--- config.mk ---
export PLATFORM = sky130hd
export DESIGN_NAME = decode_operand_stage_flat
export DESIGN_NICKNAME = d
export VERILOG_FILES = /design/src/rtl/decode_operand_stage_if.sv /design/src/rtl/decode_operand_stage.sv /design/src/flat_wrapper.sv
export SDC_FILE = /design/constraint.sdc
export NUM_CORES = 1
export LEC_CHECK = 0
export ABC_AREA = 1
export CORE_ASPECT_RATIO = 1.4
export CORE_UTILIZATION = 35
export DETAILED_ROUTE_END_ITERATION = 7
export SLEW_MARGIN = 5
export SYNTH_ARGS = -nofsm -noshare
export SYNTH_HDL_FRONTEND = slang
export SYNTH_SLANG_ARGS = --single-unit
--- constraint.sdc ---
create_clock -name clk -period 3.9 [get_ports clk]
set_input_delay 0.78 -clock clk [delete_from_list [all_inputs] [get_ports clk]]
set_output_delay 0.78 -clock clk [all_outputs]
set_load 0.02 [all_outputs]
--- src/rtl/decode_operand_stage_if.sv ---
// Decode/operand stage bus: FD latch fields, register-file read data,
// writeback bus and the D->X pipeline register outputs.
// The master side drives the FD/writeback/read-data/DX_ready signals.
// The slave side is the decode_operand_stage itself.
interface decode_operand_stage_if #(
    parameter int DATA_W = 8,
    parameter int PTR_W  = 4
);
    logic              FD_valid;
    logic [PTR_W-1:0]  FD_insn_src_0;
    logic [PTR_W-1:0]  FD_insn_src_1;
    logic [PTR_W-1:0]  FD_insn_src_2;
    logic [2:0]        FD_src_used;
    logic [PTR_W-1:0]  FD_insn_dst;
    logic              FD_insn_writes;
    logic [DATA_W-1:0] D_src_0_data;
    logic [DATA_W-1:0] D_src_1_data;
    logic [DATA_W-1:0] D_src_2_data;
    logic [PTR_W-1:0]  MW_insn_dst;
    logic              MW_insn_is_F1;
    logic              MW_insn_is_F2;
    logic [DATA_W-1:0] W_result;
    logic              DX_ready;
    logic              FD_stall;
    logic              DX_valid;
    logic [DATA_W-1:0] DX_src_0_data;
    logic [DATA_W-1:0] DX_src_1_data;
    logic [DATA_W-1:0] DX_src_2_data;
    logic [PTR_W-1:0]  DX_insn_dst;
    logic              DX_insn_writes;

    modport master (
        output FD_valid, FD_insn_src_0, FD_insn_src_1, FD_insn_src_2,
        output FD_src_used, FD_insn_dst, FD_insn_writes,
        output D_src_0_data, D_src_1_data, D_src_2_data,
        output MW_insn_dst, MW_insn_is_F1, MW_insn_is_F2, W_result,
        output DX_ready,
        input  FD_stall, DX_valid, DX_src_0_data, DX_src_1_data, DX_src_2_data,
        input  DX_insn_dst, DX_insn_writes
    );

    modport slave (
        input  FD_valid, FD_insn_src_0, FD_insn_src_1, FD_insn_src_2,
        input  FD_src_used, FD_insn_dst, FD_insn_writes,
        input  D_src_0_data, D_src_1_data, D_src_2_data,
        input  MW_insn_dst, MW_insn_is_F1, MW_insn_is_F2, W_result,
        input  DX_ready,
        output FD_stall, DX_valid, DX_src_0_data, DX_src_1_data, DX_src_2_data,
        output DX_insn_dst, DX_insn_writes
    );
endinterface

--- src/rtl/decode_operand_stage.sv ---
// Decode operand stage: per-register pending-write scoreboard, RAW and
// scoreboard-capacity stall generation, and the D->X pipeline register.
// Optional build macro DECODE_BYPASS_EN: when defined, an operand whose only
// outstanding write is arriving on the writeback bus this cycle is taken
// from W_result instead of stalling. When undefined, that case stalls one
// cycle and the register file supplies the value on the following cycle.
module decode_operand_stage #(
    parameter int DATA_W  = 8,
    parameter int REG_CNT = 16,
    parameter int PTR_W   = 4,
    parameter int PEND_W  = 2
) (
    input logic                  clk,
    input logic                  reset,
    decode_operand_stage_if.slave bus
);

    logic [PEND_W-1:0] pend_q [REG_CNT];
    logic [PEND_W-1:0] pend_d [REG_CNT];

    logic              dx_valid_q, dx_valid_d;
    logic              dx_writes_q, dx_writes_d;
    logic [PTR_W-1:0]  dx_dst_q, dx_dst_d;
    logic [DATA_W-1:0] dx_src_q [3];
    logic [DATA_W-1:0] dx_src_d [3];

    logic [PTR_W-1:0]  src_ptr [3];
    logic [DATA_W-1:0] src_data [3];
    logic [DATA_W-1:0] opnd [3];
    logic [2:0]        wb_hit;
    logic [2:0]        src_haz;
`ifdef DECODE_BYPASS_EN
    logic [2:0]        byp_sel;
`endif
    logic              wb;
    logic              cap_haz;
    logic              dx_free;
    logic              issue;

    assign src_ptr[0]  = bus.FD_insn_src_0;
    assign src_ptr[1]  = bus.FD_insn_src_1;
    assign src_ptr[2]  = bus.FD_insn_src_2;
    assign src_data[0] = bus.D_src_0_data;
    assign src_data[1] = bus.D_src_1_data;
    assign src_data[2] = bus.D_src_2_data;

    // Hazard detection, issue decision and operand selection.
    always_comb begin
        wb      = bus.MW_insn_is_F1 | bus.MW_insn_is_F2;
        wb_hit  = '0;
        src_haz = '0;
`ifdef DECODE_BYPASS_EN
        byp_sel = '0;
`endif
        for (int i = 0; i < 3; i++) begin
            wb_hit[i] = wb && (bus.MW_insn_dst == src_ptr[i]);
            if (bus.FD_src_used[i] && (pend_q[src_ptr[i]] != '0)) begin
                if ((pend_q[src_ptr[i]] == PEND_W'(1)) && wb_hit[i]) begin
`ifdef DECODE_BYPASS_EN
                    byp_sel[i] = 1'b1;
`else
                    src_haz[i] = 1'b1;
`endif
                end else begin
                    src_haz[i] = 1'b1;
                end
            end
        end
        // A writeback to dst this cycle frees a slot, so a full counter may still accept.
        cap_haz = bus.FD_insn_writes
                  && (pend_q[bus.FD_insn_dst] == {PEND_W{1'b1}})
                  && !(wb && (bus.MW_insn_dst == bus.FD_insn_dst));
        dx_free = !dx_valid_q || bus.DX_ready;
        issue   = bus.FD_valid && !(|src_haz) && !cap_haz && dx_free;
        for (int i = 0; i < 3; i++) begin
            opnd[i] = bus.FD_src_used[i] ? src_data[i] : '0;
`ifdef DECODE_BYPASS_EN
            if (byp_sel[i]) begin
                opnd[i] = bus.W_result;
            end
`endif
        end
    end

    assign bus.FD_stall = bus.FD_valid && !issue;

    // D->X register next state: capture on issue, drain on accept, else hold.
    always_comb begin
        dx_valid_d  = dx_valid_q;
        dx_writes_d = dx_writes_q;
        dx_dst_d    = dx_dst_q;
        for (int i = 0; i < 3; i++) begin
            dx_src_d[i] = dx_src_q[i];
        end
        if (issue) begin
            dx_valid_d  = 1'b1;
            dx_writes_d = bus.FD_insn_writes;
            dx_dst_d    = bus.FD_insn_dst;
            for (int i = 0; i < 3; i++) begin
                dx_src_d[i] = opnd[i];
            end
        end else if (bus.DX_ready) begin
            dx_valid_d = 1'b0;
        end
    end

    // Scoreboard next state: +1 on issuing a write, -1 on a counted writeback.
    always_comb begin
        for (int r = 0; r < REG_CNT; r++) begin
            logic inc;
            logic dec;
            inc = issue && bus.FD_insn_writes && (bus.FD_insn_dst == PTR_W'(r));
            dec = wb && (bus.MW_insn_dst == PTR_W'(r)) && (pend_q[r] != '0);
            pend_d[r] = pend_q[r];
            if (inc && !dec) begin
                pend_d[r] = pend_q[r] + PEND_W'(1);
            end else if (dec && !inc) begin
                pend_d[r] = pend_q[r] - PEND_W'(1);
            end
        end
    end

    // State registers with asynchronous clear.
    always_ff @(posedge clk or posedge reset) begin
        if (reset) begin
            dx_valid_q  <= 1'b0;
            dx_writes_q <= 1'b0;
            dx_dst_q    <= '0;
            for (int i = 0; i < 3; i++) begin
                dx_src_q[i] <= '0;
            end
            for (int r = 0; r < REG_CNT; r++) begin
                pend_q[r] <= '0;
            end
        end else begin
            dx_valid_q  <= dx_valid_d;
            dx_writes_q <= dx_writes_d;
            dx_dst_q    <= dx_dst_d;
            for (int i = 0; i < 3; i++) begin
                dx_src_q[i] <= dx_src_d[i];
            end
            for (int r = 0; r < REG_CNT; r++) begin
                pend_q[r] <= pend_d[r];
            end
        end
    end

    assign bus.DX_valid       = dx_valid_q;
    assign bus.DX_insn_writes = dx_writes_q;
    assign bus.DX_insn_dst    = dx_dst_q;
    assign bus.DX_src_0_data  = dx_src_q[0];
    assign bus.DX_src_1_data  = dx_src_q[1];
    assign bus.DX_src_2_data  = dx_src_q[2];

endmodule

--- src/flat_wrapper.sv ---
// flat-port wrapper written by rule: the top's interface ports become plain ports
module decode_operand_stage_flat 
#(
    parameter int DATA_W  = 8,
    parameter int REG_CNT = 16,
    parameter int PTR_W   = 4,
    parameter int PEND_W  = 2
)
  (clk, reset, bus_FD_valid, bus_FD_insn_src_0, bus_FD_insn_src_1, bus_FD_insn_src_2, bus_FD_src_used, bus_FD_insn_dst, bus_FD_insn_writes, bus_D_src_0_data, bus_D_src_1_data, bus_D_src_2_data, bus_MW_insn_dst, bus_MW_insn_is_F1, bus_MW_insn_is_F2, bus_W_result, bus_DX_ready, bus_FD_stall, bus_DX_valid, bus_DX_src_0_data, bus_DX_src_1_data, bus_DX_src_2_data, bus_DX_insn_dst, bus_DX_insn_writes);
  decode_operand_stage_if #(.DATA_W(DATA_W), .PTR_W(PTR_W)) bus_i ();
  input logic clk;
  input logic reset;
  input wire logic [$bits(bus_i.FD_valid)-1:0] bus_FD_valid;
  input wire logic [$bits(bus_i.FD_insn_src_0)-1:0] bus_FD_insn_src_0;
  input wire logic [$bits(bus_i.FD_insn_src_1)-1:0] bus_FD_insn_src_1;
  input wire logic [$bits(bus_i.FD_insn_src_2)-1:0] bus_FD_insn_src_2;
  input wire logic [$bits(bus_i.FD_src_used)-1:0] bus_FD_src_used;
  input wire logic [$bits(bus_i.FD_insn_dst)-1:0] bus_FD_insn_dst;
  input wire logic [$bits(bus_i.FD_insn_writes)-1:0] bus_FD_insn_writes;
  input wire logic [$bits(bus_i.D_src_0_data)-1:0] bus_D_src_0_data;
  input wire logic [$bits(bus_i.D_src_1_data)-1:0] bus_D_src_1_data;
  input wire logic [$bits(bus_i.D_src_2_data)-1:0] bus_D_src_2_data;
  input wire logic [$bits(bus_i.MW_insn_dst)-1:0] bus_MW_insn_dst;
  input wire logic [$bits(bus_i.MW_insn_is_F1)-1:0] bus_MW_insn_is_F1;
  input wire logic [$bits(bus_i.MW_insn_is_F2)-1:0] bus_MW_insn_is_F2;
  input wire logic [$bits(bus_i.W_result)-1:0] bus_W_result;
  input wire logic [$bits(bus_i.DX_ready)-1:0] bus_DX_ready;
  output wire logic [$bits(bus_i.FD_stall)-1:0] bus_FD_stall;
  output wire logic [$bits(bus_i.DX_valid)-1:0] bus_DX_valid;
  output wire logic [$bits(bus_i.DX_src_0_data)-1:0] bus_DX_src_0_data;
  output wire logic [$bits(bus_i.DX_src_1_data)-1:0] bus_DX_src_1_data;
  output wire logic [$bits(bus_i.DX_src_2_data)-1:0] bus_DX_src_2_data;
  output wire logic [$bits(bus_i.DX_insn_dst)-1:0] bus_DX_insn_dst;
  output wire logic [$bits(bus_i.DX_insn_writes)-1:0] bus_DX_insn_writes;
  assign bus_i.FD_valid = bus_FD_valid;
  assign bus_i.FD_insn_src_0 = bus_FD_insn_src_0;
  assign bus_i.FD_insn_src_1 = bus_FD_insn_src_1;
  assign bus_i.FD_insn_src_2 = bus_FD_insn_src_2;
  assign bus_i.FD_src_used = bus_FD_src_used;
  assign bus_i.FD_insn_dst = bus_FD_insn_dst;
  assign bus_i.FD_insn_writes = bus_FD_insn_writes;
  assign bus_i.D_src_0_data = bus_D_src_0_data;
  assign bus_i.D_src_1_data = bus_D_src_1_data;
  assign bus_i.D_src_2_data = bus_D_src_2_data;
  assign bus_i.MW_insn_dst = bus_MW_insn_dst;
  assign bus_i.MW_insn_is_F1 = bus_MW_insn_is_F1;
  assign bus_i.MW_insn_is_F2 = bus_MW_insn_is_F2;
  assign bus_i.W_result = bus_W_result;
  assign bus_i.DX_ready = bus_DX_ready;
  assign bus_FD_stall = bus_i.FD_stall;
  assign bus_DX_valid = bus_i.DX_valid;
  assign bus_DX_src_0_data = bus_i.DX_src_0_data;
  assign bus_DX_src_1_data = bus_i.DX_src_1_data;
  assign bus_DX_src_2_data = bus_i.DX_src_2_data;
  assign bus_DX_insn_dst = bus_i.DX_insn_dst;
  assign bus_DX_insn_writes = bus_i.DX_insn_writes;
  decode_operand_stage #(.DATA_W(DATA_W), .REG_CNT(REG_CNT), .PTR_W(PTR_W), .PEND_W(PEND_W)) u_core (.clk(clk), .reset(reset), .bus(bus_i));
endmodule
Word-level counts from Yosys, hierarchy flattened
Index checks and enable logic that the tools add are counted.
{"block": "word_totals", "wordCells": 315, "reg_bits": 62, "in_bits": 62}
{"block": "classes", "add_sub_neg": 32, "mux": 52, "reduce_logical": 168, "order_cmp": 4, "eq_ne": 32, "bitwise_logic": 5}
{"cell": "logical AND 1 bit", "count": 91}
{"cell": "2-to-1 mux 2 bit", "count": 40}
{"cell": "nonzero test 2 bit", "count": 36}
{"cell": "== test 4 bit (second input constant)", "count": 16}
{"cell": "zero test 1 bit", "count": 37}
{"cell": "adder 2 x 1 -> 2 bit (second input constant)", "count": 16}
{"cell": "binary-select mux 2 bit (select 4 bit)", "count": 4}
{"cell": "== test 4 x 3 -> 1 bit (second input constant)", "count": 8}
{"cell": "subtractor 2 x 1 -> 2 bit (second input constant)", "count": 16}
{"cell": "2-to-1 mux 8 bit", "count": 3}
{"cell": ">= comparator 5 bit (second input constant)", "count": 4}
{"cell": "inverter 4 -> 5 bit", "count": 4}
{"cell": "== test 4 x 2 -> 1 bit (second input constant)", "count": 4}
{"cell": "== test 4 x 1 -> 1 bit (second input constant)", "count": 2}
{"cell": "zero test 4 bit", "count": 2}
{"cell": "2-to-1 mux 1 bit", "count": 5}
{"cell": "== test 4 bit", "count": 1}
{"cell": "OR reduction 3 bit", "count": 1}
{"cell": "== test 2 bit (second input constant)", "count": 1}
{"cell": "logical OR 1 bit", "count": 1}
{"cell": "bitwise OR 1 bit", "count": 1}

Longest topological paths before layout
Gate-level depths: netlist (run 1).
{"block": "depth", "ltp_word": 18, "mapped_depth": 21, "depth_no_buf": 18}

Worst setup path after synthesis (run 1)
No wires, ideal clock.
{"block": "synth_path", "path_kind": "input to output", "from": "input port bus_FD_insn_dst[0]", "to": "output port bus_FD_stall", "arrival_ns": 1.978, "cell_stages": 16, "slack_ns": 1.142, "t_required_ns": 3.120, "path_cell_list": "buf_6 -> inv_4 -> buf_6 -> nand2_1 -> nand2_1 -> nand2_1 -> nand2_1 -> nand2_1 -> nand2_1 -> inv_1 -> nand2_1 -> nand3_1 -> nand2_2 -> nor2_4 -> nand3_1 -> and2_1"}
{"block": "synth_via", "elab_chain_cells": 12, "elab_cells_between_ends": 15, "cone_classes": "2 x eq/ne; 3 x mux; 1 x bitwise; 9 x reduce/logical"}
{"item": "start: declaration", "line": "flat_wrapper.sv:18", "text": "input wire logic [$bits(bus_i.FD_insn_dst)-1:0] bus_FD_insn_dst;"}
{"item": "inverter 4 -> 5 bit (not written as such)", "line": "decode_operand_stage.sv:71", "text": "&& (pend_q[bus.FD_insn_dst] == {PEND_W{1'b1}})"}
{"item": "binary-select mux 2 bit (select 4 bit)", "line": "decode_operand_stage.sv:71"}
{"item": "2-to-1 mux 2 bit (not written as such) (2 in series)", "line": "decode_operand_stage.sv:71"}
{"item": "== test 2 bit", "line": "decode_operand_stage.sv:71"}
{"item": "logical AND 1 bit", "line": "decode_operand_stage.sv:71"}
{"item": "logical AND 1 bit (*)", "line": "decode_operand_stage.sv:72", "text": "&& !(wb && (bus.MW_insn_dst == bus.FD_insn_dst));"}
{"item": "zero test 1 bit (*)", "line": "decode_operand_stage.sv:74", "text": "issue = bus.FD_valid && !(|src_haz) && !cap_haz && dx_free;"}
{"item": "logical AND 1 bit (*) (2 in series)", "line": "decode_operand_stage.sv:74"}
{"item": "zero test 1 bit (*)", "line": "decode_operand_stage.sv:85", "text": "assign bus.FD_stall = bus.FD_valid && !issue;"}
{"item": "logical AND 1 bit (*)", "line": "decode_operand_stage.sv:85"}
{"item": "end: declaration", "line": "flat_wrapper.sv:28", "text": "output wire logic [$bits(bus_i.FD_stall)-1:0] bus_FD_stall;"}
Every way passes the cells marked *; elsewhere a longest branch is shown, timed or not. The select of a mux whose other input is x is not followed.

Worst setup path in the final report (run 1)
Ends and elaborated chain as after synthesis.

==> results.cfg, run 1 <==
[floorplanning]
num_rows = 48
io_pins = 93
die_area_sq_mm = 0.0131
die_y_um = 135
core_area_sq_mm = 0.0123
fp.dieW_um = 96.9
start_util = 0.358

[route]
dr.pass1.iters = 5
ant_nets = 0
initialDrtViolationCount = 175
drc_errors = 0
wirelength_um = 12600
wl_per_cell_um = 14.0
via_count = 4422
via_per_inst = 4.92

[cells_and_area]
multi_input_area_sq_mm = 0.00239
layout-drive-gt1-share = 0.0668
area_growth_pct = 30.1
area.sequential_sq_mm = 0.00155
fin_util = 0.466
nets = 821
antenna_cells = 0
fillCellCount = 1237

[power]
ir_drop_mv = 0.289
power_density_mw_per_mm2 = 609
clkPwrFrac = 0.233
switching_share = 0.412
netSwitchingPower_mw = 1.44
p_total_mw = 3.50
internal_power_mw = 2.06
pwr-share-seq = 0.338
pwr-share-comb = 0.429
cellLeakagePower_nw = 2.95

[critical_path]
r2r_start = u_core.pend_q[20]$_DFFE_PP0P_
path_buf_inv = 5
arrival_ps = 2900
slowest_delay_ps = 500
crit_type = in -> out
r2r_setup_slack_ps = 830
crit_start = bus_FD_insn_dst[0]
crit_path_frequent_cell = nand2_1
crit_chain = clkdlybuf4s50_1 > buf_12 > inv_4 > nand2_1 > nand2_1 > nand2_1 > nand2_1 > nand2_1 > nand2_1 > inv_1 > nand2_1 > nand3_1 > nand2_2 > nor2_4 > nand3_1 > and2_1 > dlygate4sd2_1
cpMaxStageDelayCell = clkdlybuf4s50_1
required_ps = 3120
cp-start-kind = primary input
cp-end-kind = output pin
critPathMaxFanout = 26
path_delay_family = buffers and inverters

[global_route]
grt_usage = 0.199
grt_overflow = 0
grt_pass1_wl_um = 20800
grt_pass1_vias = 4323
grt_max_degree = 35
grt_antenna_before_repair = 0

[cts]
htreeDepth = 3
clk_pin_slew_ps = 60
clock_sinks = 62
cts-root-buf = clkbuf_16
cts_buffers = 9
clk_latency_ps = 330
cts_hold_buffers = 0
cts_tree = done
ctsLongestPathBuffers = 2

[timing]
finalWorstSetupSlack_ps = 225
finalSetupViolCount = 0
rsz0062_at_grt = no
hold_viol = 0
relSlewSlack = 0.480
finalCriticalPeriod_ps = 3680
fmax_ghz = 0.272
fin_skew_ps = 7.24
worst_slew_pin_slew_ps = 779
fin_crit_sh = 0.942
drv_slew = 0

[synth]
synth-main-ff-cell = dfrtp_1
synth_cell_types = 26
avgSynthCellArea_sq_um = 6.75
synthCells = 653
netlist_area_sq_mm = 0.00441
synth_seq_area_share = 0.352
synth.net_count = 731
synth.top_cells.by_area = dfrtp_1 (35%), nand2_1 (23%), inv_1 (6.5%), xnor2_1 (5.2%), ha_1 (4.5%)
ys_async_sr_fraction = 1.00
synth_top_area_share = 0.352
synth_warnings = 0
synth_seq_cells = 62
synth_edf_count = 0
post-synth-top-area-cell = dfrtp_1

[outcome]
status = completed

[hold_path]
worstHoldStart = u_core.bus.DX_src_0_data[1]$_DFFE_PP0P_
hp-class = reg -> reg

[placement]
place_congestion = 0.895
place_hpwl_um = 9660
portBuffers = 84
pre_cts_slack_ps = -45.8

[flow_run]
cap_viol_max_count = 0
## metal layers
| layer | vias to the layer above | GRT usage | routed length [um] |
|---|---|---|---|
| met5 | - | 0 | 0 |
| li1 | 2224 | - | - |
| met4 | 0 | 0.0970 | 430 |
| met3 | 28 | 0.0631 | 978 |
| met1 | 2012 | 0.227 | 5050 |
| met2 | 158 | 0.337 | 6120 |
## metrics by stage
stage / cells / area, sq um / hold slack (ps) / setup TNS, ps
floorplan: 653 / 4410 / 446 / 0
global placement: 882 / 5440 / 454 / 0
detailed placement: 882 / 5440 / 459 / -76.5
CTS: 898 / 5740 / 472 / 0
global route: 898 / 5740 / 490 / 0
finish: 898 / 5740 / 470 / 0
## flip-flops by register name, summed over array words and instances, names as in the netlist
signal	flops
u_core.pend_q	32
u_core.bus.DX_src_0_data	8
u_core.bus.DX_src_1_data	8
u_core.bus.DX_src_2_data	8
u_core.bus.DX_insn_dst	4
u_core.bus.DX_insn_writes	1
u_core.bus.DX_valid	1
## power by group through the flow
| stage | Combinational (mW) | Sequential, mW | Clock (mW) |
|---|---|---|---|
| floorplan | 0.788 | 1.29 | 0 |
| global placement | 1.48 | 1.17 | 0 |
| detailed placement | 1.51 | 1.18 | 0 |
| CTS | 1.51 | 1.18 | 0.820 |
| global route | 1.67 | 1.22 | 0.851 |
| finish | 1.50 | 1.18 | 0.815 |
## synthesized netlist by cell type, types with 3 or more instances
cell type and instances:
nand2_1 270, inv_1 76, dfrtp_1 62, nor2_1 39, o21ai_0 32, nand4_1 30
nand3_1 28, xnor2_1 26, a21oi_1 18, ha_1 16, nor2_2 9, buf_6 8
buf_2 7, clkbuf_1 6, nand3b_1 6, xor2_1 6, buf_4 3, nor3_1 3
## logic make-up after synthesis
group | synth area share
AO/OA/AOI/OAI | 0.0599
XOR/XNOR | 0.0635
adder cells (fa/ha/maj) | 0.0454
buffers and inverters | 0.106
flip-flops | 0.352
AND/OR/NAND/NOR | 0.374
## repair_timing
action / in CTS / in global routing
buffers inserted: 0 / 0
resized for setup: 1 / 1
gates cloned: 0 / 0
setup endpoints to repair: 1 / 2
## area by class of cell
cell class                      count  share of cell area
Clock buffer                        9              0.0392
Inverter                           78              0.0514
Sequential cell                    62               0.270
Clock inverter                      7              0.0131
Multi-Input combinational cell    489               0.417
Timing Repair Buffer              103               0.176
Tap cell                          150              0.0327
## final timing paths
kind / depth (start not counted) / endpoint
max: 17 / bus_FD_stall
min: 2 / u_core.bus.DX_src_0_data[1]$_DFFE_PP0P_
max reg2reg: 17 / u_core.pend_q[15]$_DFFE_PP0P_
min reg2reg: 2 / u_core.bus.DX_src_0_data[1]$_DFFE_PP0P_
max in group asynchronous: 3 / u_core.pend_q[7]$_DFFE_PP0P_
min in group asynchronous: 2 / u_core.bus.DX_src_1_data[4]$_DFFE_PP0P_
## cell usage in the layout, fill, tap and decap left out, types with 2 or more instances in the layout
cell / instances
nand2_1: 270
clkdlybuf4s50_1: 83
inv_1: 75
dfrtp_1: 62
nor2_1: 39
o21ai_0: 32
nand4_1: 30
nand3_1: 28
xnor2_1: 26
a21oi_1: 18
ha_1: 16
buf_4: 16
nor2_2: 9
clkbuf_16: 9
nand3b_1: 6
xor2_1: 6
nor3_1: 3
clkinvlp_4: 3
inv_2: 2
clkinv_4: 2
buf_12: 2
## worst reg2reg max path: cells and delay by family (launching register included)
family                   cells  cell delay [ps]
AO/OA/AOI/OAI                3              340
XOR/XNOR                     1              140
flip-flops                   1              420
AND/OR/NAND/NOR              9             1180
buffers and inverters        3              590
adder cells (fa/ha/maj)      1              280
Power figures use the tool's default switching activity.
==> run 2, diff against run 1 <==
ABC_AREA = unset   (was 1)
REMOVE_ABC_BUFFERS = 1   (was unset)
SKIP_LAST_GASP = 1   (was unset)
==> run 2 against run 1 <==
  * Via count fell by 30%
  * First-iteration DRC count decreased by 8.6%
  * Die area shrank 10%
  * Clock-buffer cell count rose by 3
  * Area after synthesis decreased by 10%
  * Clock skew shrank 2.1 ps
==> results.cfg, run 2 <==
[route]
wirelength_um = 9920
initialDrtViolationCount = 160
wl_per_cell_um = 16.2
ant_nets = 0
dr.pass1.iters = 4
drc_errors = 0
via_per_inst = 5.06
via_count = 3099

[synth]
netlist_area_sq_mm = 0.00396
synth_seq_area_share = 0.391
avgSynthCellArea_sq_um = 10.7
synth_compound_area_frac = 0.0287
synth_edf_count = 0
synthCells = 369
synth_seq_cells = 62
post-synth-top-area-cell = dfrtp_1
synth_warnings = 0
ys_top_cells_by_count = dfrtp_1 (62), xor2_1 (33), nor2_1 (29)
synth-main-ff-cell = dfrtp_1
synthMuxAreaShare = 0.189
synth_top_family_by_area = multiplexers
yosys.area_share.xor_xnor = 0.115
synth_cell_types = 41
yosysMostFrequentCell = dfrtp_1
synth.top_cells.by_area = dfrtp_1 (39%), mux4_2 (7.4%), xor2_1 (7.3%), mux2i_1 (6.8%), ha_1 (5.1%)
synthAdderAreaFrac = 0.0505
synth_simple_gate_area_frac = 0.167
synth_top_area_share = 0.391
ys_async_sr_fraction = 1.00

[cts]
clk_pin_slew_ps = 50
htreeDepth = 3
clk_latency_ps = 330
cts_hold_buffers = 0
ctsLongestPathBuffers = 2
clock_sinks = 62
cts_tree = done
cts_buffers = 9
cts-root-buf = clkbuf_16

[timing]
drv_slew = 0
fin_crit_sh = 0.945
whs_ps = 499
fin_skew_ps = 5.12
finalSetupViolCount = 0
fmax_ghz = 0.271
tns_ps = 0
relSlewSlack = 0.365
finalCriticalPeriod_ps = 3690
worst_slew_pin_slew_ps = 952
hold_viol = 0
rsz0062_at_grt = no

[global_route]
grt_overflow = 0
grt_max_degree = 47
grt_antenna_before_repair = 0
grt_pass1_wl_um = 16500
grt_pass1_vias = 3176
grt_usage = 0.182

[cells_and_area]
layout-drive-gt1-share = 0.151
regMostFlops = u_core.pend_q
area_growth_pct = 34.8
layout_commonest_cell = clkdlybuf4s50_1
largest_reg_flops = 32
antenna_cells = 0
final_cell_mix = clkdlybuf4s50_1 (81), dfrtp_1 (62), xor2_1 (33)
nets = 544
fin_util = 0.489
fin_cells = 612

[critical_path]
r2r_cells = 12
path_buf_inv = 3
cpMaxStageDelayCell = mux4_2
critPathMaxFanout = 10
worstSetupPathDepth = 10
required_ps = 3120
crit_type = in -> out
slowest_delay_ps = 470
path_delay_family = buffers and inverters
cp-start-kind = primary input
cp-end-kind = output pin
crit_chain = clkdlybuf4s50_1 > buf_4 > nor3_1 > a21oi_1 > mux4_2 > o21ai_0 > a2bb2oi_2 > nand4_1 > and2_1 > buf_6
arrival_ps = 2910

[power]
power_density_mw_per_mm2 = 690
cellLeakagePower_nw = 2.40
p_total_mw = 3.68
ir_drop_mv = 0.215

[floorplanning]
io_pins = 93
start_util = 0.363
fp.dieW_um = 91.9
die_area_sq_mm = 0.0118
core_area_sq_mm = 0.0109
die_y_um = 128
num_rows = 45

[flow_run]
cap_viol_max_count = 0

[hold_path]
holdPathStages = 1
hp-class = reg -> reg

[placement]
dp.cells = 594
portBuffers = 84
place_hpwl_um = 7500
place_congestion = 0.850

[outcome]
status = completed
-- run 2: cell count changes in the layout (fill, tap and decap cells not counted), sizes merged, moves of 26 or more --
cell	delta
mux2i	+27
xor2	+27
o21ai	-28
nand4	-26
nand2	-244
inv	-53
-- run 2: report_power, final --
group / leakage [nW] / internal [mW] / switching [mW] / total [mW]
sequential: 0.767 / 0.967 / 0.330 / 1.30
clock: 0.157 / 0.574 / 0.272 / 0.846
combinational: 1.48 / 0.834 / 0.707 / 1.54
-- run 2: what timing repair did --
| item | in CTS | in global routing |
|---|---|---|
| endpoints found under the setup margin | 17 | 18 |
| pin swaps | 3 | 0 |
| setup buffers | 2 | 0 |
| gates resized for setup | 12 | 4 |
-- run 2: final timing paths --
check | slack [ps] | startpoint | endpoint
max reg2reg | 680 | u_core.pend_q[4]$_DFFE_PP0P_ | u_core.pend_q[7]$_DFFE_PP0P_
max in group asynchronous | 2120 | reset | u_core.pend_q[29]$_DFFE_PP0P_
min | 500 | u_core.pend_q[17]$_DFFE_PP0P_ | u_core.pend_q[17]$_DFFE_PP0P_
min reg2reg | 500 | u_core.pend_q[17]$_DFFE_PP0P_ | u_core.pend_q[17]$_DFFE_PP0P_
max | 210 | bus_FD_insn_src_0[2] | bus_FD_stall
min in group asynchronous | 1000 | reset | u_core.bus.DX_src_2_data[6]$_DFFE_PP0P_
-- run 2: cell families (layout without fill, tap and decap cells) --
logic type / after synthesis / in the layout
muxes: 50 / 50
and+or+nand+nor: 124 / 124
AOI/OAI and AO/OA: 19 / 19
buffers and inverters: 46 / 148
DFF: 62 / 62
xor gates and xnor gates: 52 / 52
adders and majority gates: 16 / 16
-- run 2: metal layers --
metal,track usage,share of wire,up-vias
li1,-,-,1484
met1,0.226,0.41,1490
met2,0.304,0.50,105
met3,0.0338,0.051,20
met4,0.0882,0.034,0
met5,0,0,-
-- run 2: area by class of cell --
| type | count | area [sq um] |
|---|---|---|
| Clock buffer | 12 | 246 |
| Timing Repair Buffer | 107 | 1020 |
| Multi-Input combinational cell | 261 | 2180 |
| Tap cell | 141 | 176 |
| Clock inverter | 4 | 70.1 |
| Fill cell | 1008 | 5580 |
| Sequential cell | 62 | 1550 |
| Inverter | 25 | 93.8 |
-- run 2: per-stage QoR --
stage | worst slack [ps] | instance area, sq um
after CTS | 41.0 | 5320
final | 213 | 5340
after global routing | 52.1 | 5340
after global placement | -512 | 5000
after floorplan | -1230 | 3830
after detailed placement | -542 | 5000
-- run 2: worst register-to-register path, stage by stage, from the launching register on --
cell and delay, ps:
dfrtp_1 430, nor2_1 350, a21oi_1 120, mux4_2 470, o21ai_0 230, a2bb2oi_2 180
nand4_1 150, buf_6 300, nor4_2 330, ha_1 210, xor2_1 150, nor2_1 70
xor2_1 140
